<file path="src/rtl/dispatch_unit_if.sv">
// Rename-to-dispatch packet types and the dispatch bus interface
// (rename packet, CDB snoop and the three reservation-station handshakes).
package dispatch_pkg;
    localparam int PKG_PREG_W = 6;
    localparam int PKG_ROB_W  = 6;

    typedef struct packed {
        logic                  valid;
        logic [31:0]           pc;
        logic [31:0]           imm;
        logic [PKG_PREG_W-1:0] rs1_p;
        logic [PKG_PREG_W-1:0] rs2_p;
        logic [PKG_PREG_W-1:0] rd_new_p;
        logic [PKG_PREG_W-1:0] rd_old_p;
        logic [PKG_ROB_W-1:0]  rob_tag;
        logic                  RegWrite;
        logic                  MemRead;
        logic                  ALUSrc;
        logic [3:0]            ALUOp;
        logic                  branch;
        logic                  jump;
    } ren_disp_t;

    typedef struct packed {
        logic [31:0]           pc;
        logic [31:0]           imm;
        logic [PKG_PREG_W-1:0] p_src1;
        logic [PKG_PREG_W-1:0] p_src2;
        logic [PKG_PREG_W-1:0] p_dst;
        logic [PKG_ROB_W-1:0]  rob_tag;
        logic                  src1_ready;
        logic                  src2_ready;
        logic [3:0]            alu_op;
        logic                  alu_src;
        logic                  mem_read;
        logic                  mem_write;
    } rs_entry_t;
endpackage

interface dispatch_unit_if;
    import dispatch_pkg::*;

    ren_disp_t             ren_pkt;
    logic                  ren_mem_write;
    logic                  ren_ready;
    logic                  cdb_valid;
    logic [PKG_PREG_W-1:0] cdb_tag;
    rs_entry_t             out_entry;
    logic                  br_is_jump;
    logic                  alu_valid;
    logic                  alu_ready;
    logic                  lsu_valid;
    logic                  lsu_ready;
    logic                  br_valid;
    logic                  br_ready;

    modport master (
        output ren_pkt, ren_mem_write, cdb_valid, cdb_tag, alu_ready, lsu_ready, br_ready,
        input  ren_ready, out_entry, br_is_jump, alu_valid, lsu_valid, br_valid
    );

    modport slave (
        input  ren_pkt, ren_mem_write, cdb_valid, cdb_tag, alu_ready, lsu_ready, br_ready,
        output ren_ready, out_entry, br_is_jump, alu_valid, lsu_valid, br_valid
    );
endinterface

</file>
<file path="src/rtl/dispatch_unit.sv">
// Dispatch stage: one-entry holding register, CDB-snooped busy table and routing to ALU/LSU/BR
// reservation stations. Optional perf counters are built when DISPATCH_PERF_CNT_EN is defined.
module dispatch_unit
    import dispatch_pkg::*;
#(
    parameter int NUM_PREGS = 64,
    parameter int PREG_W    = PKG_PREG_W
) (
    input  logic        clk,
    input  logic        rst_n,
    input  logic        flush,
`ifdef DISPATCH_PERF_CNT_EN
    output logic [31:0] perf_disp_cnt,
    output logic [31:0] perf_stall_cnt,
`endif
    dispatch_unit_if.slave bus
);
    typedef enum logic [1:0] {
        CLS_ALU = 2'd0,
        CLS_LSU = 2'd1,
        CLS_BR  = 2'd2
    } cls_e;

    logic                 buf_valid_r;
    cls_e                 buf_cls_r;
    rs_entry_t            entry_r;
    logic                 jump_r;
    logic [NUM_PREGS-1:0] busy_r;
    logic [NUM_PREGS-1:0] busy_nxt_s;

    logic                 sel_ready_s;
    logic                 fire_s;
    logic                 ren_ready_s;
    logic                 accept_s;
    logic                 busy_set_s;
    logic [PREG_W-1:0]    rs1_s;
    logic [PREG_W-1:0]    rs2_s;
    logic [PREG_W-1:0]    rd_s;
    logic [PREG_W-1:0]    cdb_tag_s;
    cls_e                 new_cls_s;
    rs_entry_t            new_entry_s;
    logic                 unused_s;

    assign rs1_s     = bus.ren_pkt.rs1_p;
    assign rs2_s     = bus.ren_pkt.rs2_p;
    assign rd_s      = bus.ren_pkt.rd_new_p;
    assign cdb_tag_s = bus.cdb_tag;
    assign unused_s  = ^bus.ren_pkt.rd_old_p;

    // Ready of the reservation station the held packet is routed to
    always_comb begin
        sel_ready_s = 1'b0;
        case (buf_cls_r)
            CLS_ALU: sel_ready_s = bus.alu_ready;
            CLS_LSU: sel_ready_s = bus.lsu_ready;
            CLS_BR:  sel_ready_s = bus.br_ready;
            default: sel_ready_s = 1'b0;
        endcase
    end

    assign fire_s      = buf_valid_r && !flush && sel_ready_s;
    assign ren_ready_s = rst_n && !flush && (!buf_valid_r || fire_s);
    assign accept_s    = bus.ren_pkt.valid && ren_ready_s;
    assign busy_set_s  = accept_s && bus.ren_pkt.RegWrite && (|rd_s);

    assign bus.ren_ready  = ren_ready_s;
    assign bus.out_entry  = entry_r;
    assign bus.br_is_jump = jump_r;
    assign bus.alu_valid  = buf_valid_r && !flush && (buf_cls_r == CLS_ALU);
    assign bus.lsu_valid  = buf_valid_r && !flush && (buf_cls_r == CLS_LSU);
    assign bus.br_valid   = buf_valid_r && !flush && (buf_cls_r == CLS_BR);

    // Convert the incoming rename packet; a same-cycle CDB hit counts as ready
    always_comb begin
        new_entry_s            = '0;
        new_entry_s.pc         = bus.ren_pkt.pc;
        new_entry_s.imm        = bus.ren_pkt.imm;
        new_entry_s.p_src1     = rs1_s;
        new_entry_s.p_src2     = rs2_s;
        new_entry_s.p_dst      = rd_s;
        new_entry_s.rob_tag    = bus.ren_pkt.rob_tag;
        new_entry_s.alu_op     = bus.ren_pkt.ALUOp;
        new_entry_s.alu_src    = bus.ren_pkt.ALUSrc;
        new_entry_s.mem_read   = bus.ren_pkt.MemRead;
        new_entry_s.mem_write  = bus.ren_mem_write;
        new_entry_s.src1_ready = !(|rs1_s) || !busy_r[rs1_s] || (bus.cdb_valid && (cdb_tag_s == rs1_s));
        new_entry_s.src2_ready = !(|rs2_s) || !busy_r[rs2_s] || (bus.cdb_valid && (cdb_tag_s == rs2_s))
                                 || bus.ren_pkt.ALUSrc;
        if (bus.ren_pkt.branch || bus.ren_pkt.jump) begin
            new_cls_s = CLS_BR;
        end else if (bus.ren_pkt.MemRead || bus.ren_mem_write) begin
            new_cls_s = CLS_LSU;
        end else begin
            new_cls_s = CLS_ALU;
        end
    end

    // Busy table next state: a set on the same tag as a CDB clear wins
    always_comb begin
        busy_nxt_s = busy_r;
        for (int i = 0; i < NUM_PREGS; i++) begin
            busy_nxt_s[i] = (busy_set_s && (rd_s == PREG_W'(i)))
                            || (busy_r[i] && !(bus.cdb_valid && (cdb_tag_s == PREG_W'(i))));
        end
    end

    // Holding register and busy table; flush drops everything in flight
    always_ff @(posedge clk or negedge rst_n) begin
        if (!rst_n) begin
            buf_valid_r <= 1'b0;
            buf_cls_r   <= CLS_ALU;
            entry_r     <= '0;
            jump_r      <= 1'b0;
            busy_r      <= '0;
        end else if (flush) begin
            buf_valid_r <= 1'b0;
            busy_r      <= '0;
        end else begin
            busy_r <= busy_nxt_s;
            if (accept_s) begin
                buf_valid_r <= 1'b1;
                buf_cls_r   <= new_cls_s;
                entry_r     <= new_entry_s;
                jump_r      <= bus.ren_pkt.jump;
            end else if (fire_s) begin
                buf_valid_r <= 1'b0;
            end else begin
                if (bus.cdb_valid && (cdb_tag_s == entry_r.p_src1)) begin
                    entry_r.src1_ready <= 1'b1;
                end
                if (bus.cdb_valid && (cdb_tag_s == entry_r.p_src2)) begin
                    entry_r.src2_ready <= 1'b1;
                end
            end
        end
    end

`ifdef DISPATCH_PERF_CNT_EN
    // Perf counters survive flush; only reset clears them
    always_ff @(posedge clk or negedge rst_n) begin
        if (!rst_n) begin
            perf_disp_cnt  <= 32'd0;
            perf_stall_cnt <= 32'd0;
        end else begin
            if (fire_s) begin
                perf_disp_cnt <= perf_disp_cnt + 32'd1;
            end
            if (buf_valid_r && !fire_s && !flush) begin
                perf_stall_cnt <= perf_stall_cnt + 32'd1;
            end
        end
    end
`endif

endmodule

</file>
<file path="src/flat_wrapper.sv">
// flat-port wrapper written by rule: the top's interface ports become plain ports
module dispatch_unit_flat import dispatch_pkg::*;
#(
    parameter int NUM_PREGS = 64,
    parameter int PREG_W    = PKG_PREG_W
)
  (clk, rst_n, flush, bus_ren_pkt, bus_ren_mem_write, bus_cdb_valid, bus_cdb_tag, bus_alu_ready, bus_lsu_ready, bus_br_ready, bus_ren_ready, bus_out_entry, bus_br_is_jump, bus_alu_valid, bus_lsu_valid, bus_br_valid);
  dispatch_unit_if bus_i ();
  input  logic clk;
  input  logic rst_n;
  input  logic flush;
  input wire logic [$bits(bus_i.ren_pkt)-1:0] bus_ren_pkt;
  input wire logic [$bits(bus_i.ren_mem_write)-1:0] bus_ren_mem_write;
  input wire logic [$bits(bus_i.cdb_valid)-1:0] bus_cdb_valid;
  input wire logic [$bits(bus_i.cdb_tag)-1:0] bus_cdb_tag;
  input wire logic [$bits(bus_i.alu_ready)-1:0] bus_alu_ready;
  input wire logic [$bits(bus_i.lsu_ready)-1:0] bus_lsu_ready;
  input wire logic [$bits(bus_i.br_ready)-1:0] bus_br_ready;
  output wire logic [$bits(bus_i.ren_ready)-1:0] bus_ren_ready;
  output wire logic [$bits(bus_i.out_entry)-1:0] bus_out_entry;
  output wire logic [$bits(bus_i.br_is_jump)-1:0] bus_br_is_jump;
  output wire logic [$bits(bus_i.alu_valid)-1:0] bus_alu_valid;
  output wire logic [$bits(bus_i.lsu_valid)-1:0] bus_lsu_valid;
  output wire logic [$bits(bus_i.br_valid)-1:0] bus_br_valid;
  assign bus_i.ren_pkt = bus_ren_pkt;
  assign bus_i.ren_mem_write = bus_ren_mem_write;
  assign bus_i.cdb_valid = bus_cdb_valid;
  assign bus_i.cdb_tag = bus_cdb_tag;
  assign bus_i.alu_ready = bus_alu_ready;
  assign bus_i.lsu_ready = bus_lsu_ready;
  assign bus_i.br_ready = bus_br_ready;
  assign bus_ren_ready = bus_i.ren_ready;
  assign bus_out_entry = bus_i.out_entry;
  assign bus_br_is_jump = bus_i.br_is_jump;
  assign bus_alu_valid = bus_i.alu_valid;
  assign bus_lsu_valid = bus_i.lsu_valid;
  assign bus_br_valid = bus_i.br_valid;
  dispatch_unit #(.NUM_PREGS(NUM_PREGS), .PREG_W(PREG_W)) u_core (.clk(clk), .rst_n(rst_n), .flush(flush), .bus(bus_i));
endmodule
</file>
<file path="config.mk">
export PLATFORM = sky130hd
export DESIGN_NAME = dispatch_unit_flat
export DESIGN_NICKNAME = d
export VERILOG_FILES = /design/src/rtl/dispatch_unit_if.sv /design/src/rtl/dispatch_unit.sv /design/src/flat_wrapper.sv
export SDC_FILE = /design/constraint.sdc
export NUM_CORES = 1
export LEC_CHECK = 0
export CAP_MARGIN = 20
export CORE_ASPECT_RATIO = 0.6
export CORE_UTILIZATION = 48
export CTS_BUF_LIST = sky130_fd_sc_hd__clkbuf_8
export CTS_CLUSTER_DIAMETER = 40
export DETAILED_ROUTE_END_ITERATION = 7
export HOLD_SLACK_MARGIN = 0.02
export PLACE_DENSITY = 0.85
export SLEW_MARGIN = 20
export SYNTH_ARGS = -nofsm -noshare
export SYNTH_HDL_FRONTEND = slang
export SYNTH_SLANG_ARGS = --single-unit
</file>
<file path="constraint.sdc">
create_clock -name clk -period 2.3 [get_ports clk]
set_input_delay 0.23 -clock clk [delete_from_list [all_inputs] [get_ports clk]]
set_output_delay 0.23 -clock clk [all_outputs]
set_load 0.03 [all_outputs]
</file>
==> flow_summary.json <==
{
  "outcome": "finished clean",
  "postRouteAntennaNets": 0,
  "p_leak_nw": 5.14,
  "cp-start-kind": "register",
  "initial_utilization_pct": 49.1,
  "yosysTopAreaCell": "dfrtp_1",
  "tns_ns": 0,
  "io_pins": 220,
  "crit_fanout": 4,
  "dr_total_vias": 7787,
  "slew_viol_final": 0,
  "hold_path.class": "primary input to register",
  "netlist.area_leader.share_pct": 49.1,
  "finalCritPeriodShare_pct": 93.4,
  "clk_pin_slew_ns": 0.11,
  "clk_path_buf_depth": 2,
  "ir_drop_uv": 582,
  "powerDensity_nw_per_um2": 707,
  "hold_ws_ns": 0.275,
  "vias_per_cell": 5.65,
  "yosysUniqueCellTypes": 47,
  "cts-buffers-inserted": 17,
  "grt_max_degree": 166,
  "drt-total-wl_um": 28000,
  "finish.net_count": 1249,
  "grt_antenna_before_repair": 0,
  "dp.cells": 1345,
  "cts_tree": "done",
  "die_h_um": 105,
  "synthArstFlopShare_pct": 100,
  "die_w_um": 173,
  "max_clock_freq_mhz": 466,
  "final_cells": 1379,
  "final_hold_viol_count": 0,
  "grt-ovfl-total": 0,
  "worstPathArrival_ns": 1.92,
  "rsz0062_at_grt": "false",
  "root_buffer": "clkbuf_8",
  "place.gp.congestion": 1.01,
  "skew_ns": 0.0174,
  "wire_per_inst_um": 20.3,
  "ys_ff_latch": 165,
  "synth.cell_area_um2": 8410,
  "drive_gt1_share_pct": 11.7,
  "dp_hpwl_um": 20000,
  "path_class": "register to primary output",
  "slew_headroom_pct": 36.4,
  "synthTopCellsByArea": "dfrtp_1 49%, nand2_1 15%, mux4_2 6.2%",
  "grt_use_total_pct": 31.6,
  "io_buffer_count": 213,
  "cts_sinks": 165,
  "finalPower_mw": 8.13,
  "core-area_um2": 17100,
  "finalSetupViolCount": 0,
  "yosysWarnings": 0,
  "grt_pass1_vias": 7628,
  "dr.pass1.iters": 7,
  "syn_to_final_growth_pct": 36.8,
  "postSynthAreaPerCell_um2": 9.35,
  "cap_viol_max_count": 0,
  "finalCriticalPeriod_ns": 2.15,
  "grt_pass1_wl_um": 43300,
  "drt_iter0_markers": 1075,
  "critPathCaptureType": "primary output",
  "drc_errors": 0,
  "crit_required_ns": 2.07,
  "worstMarginPinSlew_ns": 0.954,
  "syn_nets": 1017,
  "cts_max_level": 4,
  "synth_edf_count": 0,
  "ctsResizeCount": 0,
  "ys_seq_area_share_pct": 49.1,
  "design.die.area_um2": 18100,
  "synthFlopType": "dfrtp_1",
  "clk_latency_ns": 0.46,
  "rows": 37,
  "synthCells": 899
}
-- per-layer routing --
layer	track usage, %	share of wire (%)	routed length [µm]	vias to the layer above
li1	-	-	-	3497
met1	45.3	43	12100	3756
met2	43.8	42	11600	473
met3	12.3	13	3680	61
met4	9.61	2.0	570	0
met5	0	0	0	-
-- kinds of logic after synthesis --
logic type                count (synthesis)  share of synthesized area, %
DFF                                     165                          49.1
xor gates and xnor gates                 24                          2.50
and+or+nand+nor                         492                          27.2
muxes                                    45                          10.4
buffers and inverters                    63                          3.70
AOI/OAI and AO/OA                       110                          7.14
-- area by class of cell --
type,instances,area (µm²)
clock inverter,14,178
inverter,4,15.0
timing repair buffer,272,2660
multi-input combinational,671,3980
antenna,1,2.50
sequential,165,4130
clock buffer,18,248
fill,1276,5630
tap,234,293
-- path summary, 6_finish.rpt --
check                                    startpoint                       end  cells past startpoint  slack [ns]
min reg2reg                u_core.bus.out_entry[73]  u_core.bus.out_entry[73]                      2        0.48
max reg2reg                     u_core.buf_cls_r[0]  u_core.bus.out_entry[82]                      8        0.23
max in group asynchronous                     rst_n  u_core.bus.out_entry[73]                      3        1.10
max                              u_core.buf_valid_r             bus_lsu_valid                      3        0.15
min                                 bus_ren_pkt[12]  u_core.bus.out_entry[12]                      3        0.28
min in group asynchronous                     rst_n   u_core.bus.out_entry[2]                      3        0.44
-- through the flow --
stage | util [%] | setup slack, ns | cell area, µm²
6_report | 67.2 | 0.153 | 11500
5_1_grt | 67.1 | 0.0308 | 11500
4_1_cts | 67.1 | 0.146 | 11500
3_5_place_dp | 64.6 | -0.0592 | 11100
3_3_place_gp | 64.6 | -0.0565 | 11100
2_1_floorplan | - | 0.363 | 8410
-- power by group --
part / switching (mW) / internal (mW) / total [mW]
Sequential: 0.211 / 3.23 / 3.44
Clock: 1.31 / 0.960 / 2.27
Combinational: 1.40 / 1.02 / 2.42
Total: 2.92 / 5.21 / 8.13
-- repair_timing --
| action | CTS | global route |
|---|---|---|
| endpoints found under the setup margin | 0 | 0 |
| setup buffers | 0 | 0 |
| hold buffers | 1 | 0 |
| endpoints found under the hold margin | 14 | 0 |
-- cells in the final DEF (no fill, tap or decap), types with 3 or more instances in the layout --
cell	instances
nor3b_1	4
mux2_2	3
or2_2	6
nand3_1	9
nand4_1	8
nor2_1	13
xor2_1	10
nand2b_1	11
buf_4	52
nor4_1	6
nand3b_1	45
nor2b_1	27
clkinv_8	3
xnor2_1	14
clkdlybuf4s50_1	210
mux4_2	23
o21ai_1	10
inv_6	3
inv_1	4
o21ai_0	81
mux2i_1	11
nor3_1	11
buf_12	7
o22ai_1	4
inv_8	5
mux4_1	8
dfrtp_1	165
clkbuf_8	18
nand2_1	340
-- flip-flops by register name, indices dropped and copies added (netlist names) --
signal and cells:
u_core.bus.out_entry 97, u_core.buf_valid_r 1, u_core.buf_cls_r 2, u_core.bus.br_is_jump 1
u_core.busy_r 64
-- critical path, stage by stage (launching register included) --
cell and delay, ns:
dfrtp_1 0.42, nand2b_1 0.13, nor3b_1 0.20, clkdlybuf4s50_1 0.72
-- cells in the mapped netlist, types with 2 or more instances --
cell and count:
buf_2 14, a21oi_2 2, xnor2_1 14, nor3b_1 4
clkbuf_1 28, mux4_2 23, dfrtp_1 165, nand4b_4 2
inv_1 4, buf_6 5, or4_1 2, nor4_1 6
nor2b_1 27, nand2b_1 11, buf_4 5, nand3_1 9
o2111ai_1 2, or3_1 2, mux2_2 3, mux2i_1 11
nor3_1 11, a31oi_1 2, xor2_1 10, nand4_1 8
nor2_1 13, buf_1 6, nand2_1 341, o21ai_1 10
o21ai_0 81, mux4_1 8, or2_2 6, o22ai_1 4
nand3b_1 45, a21oi_1 2
No activity file was read; power rests on OpenSTA's default activity.
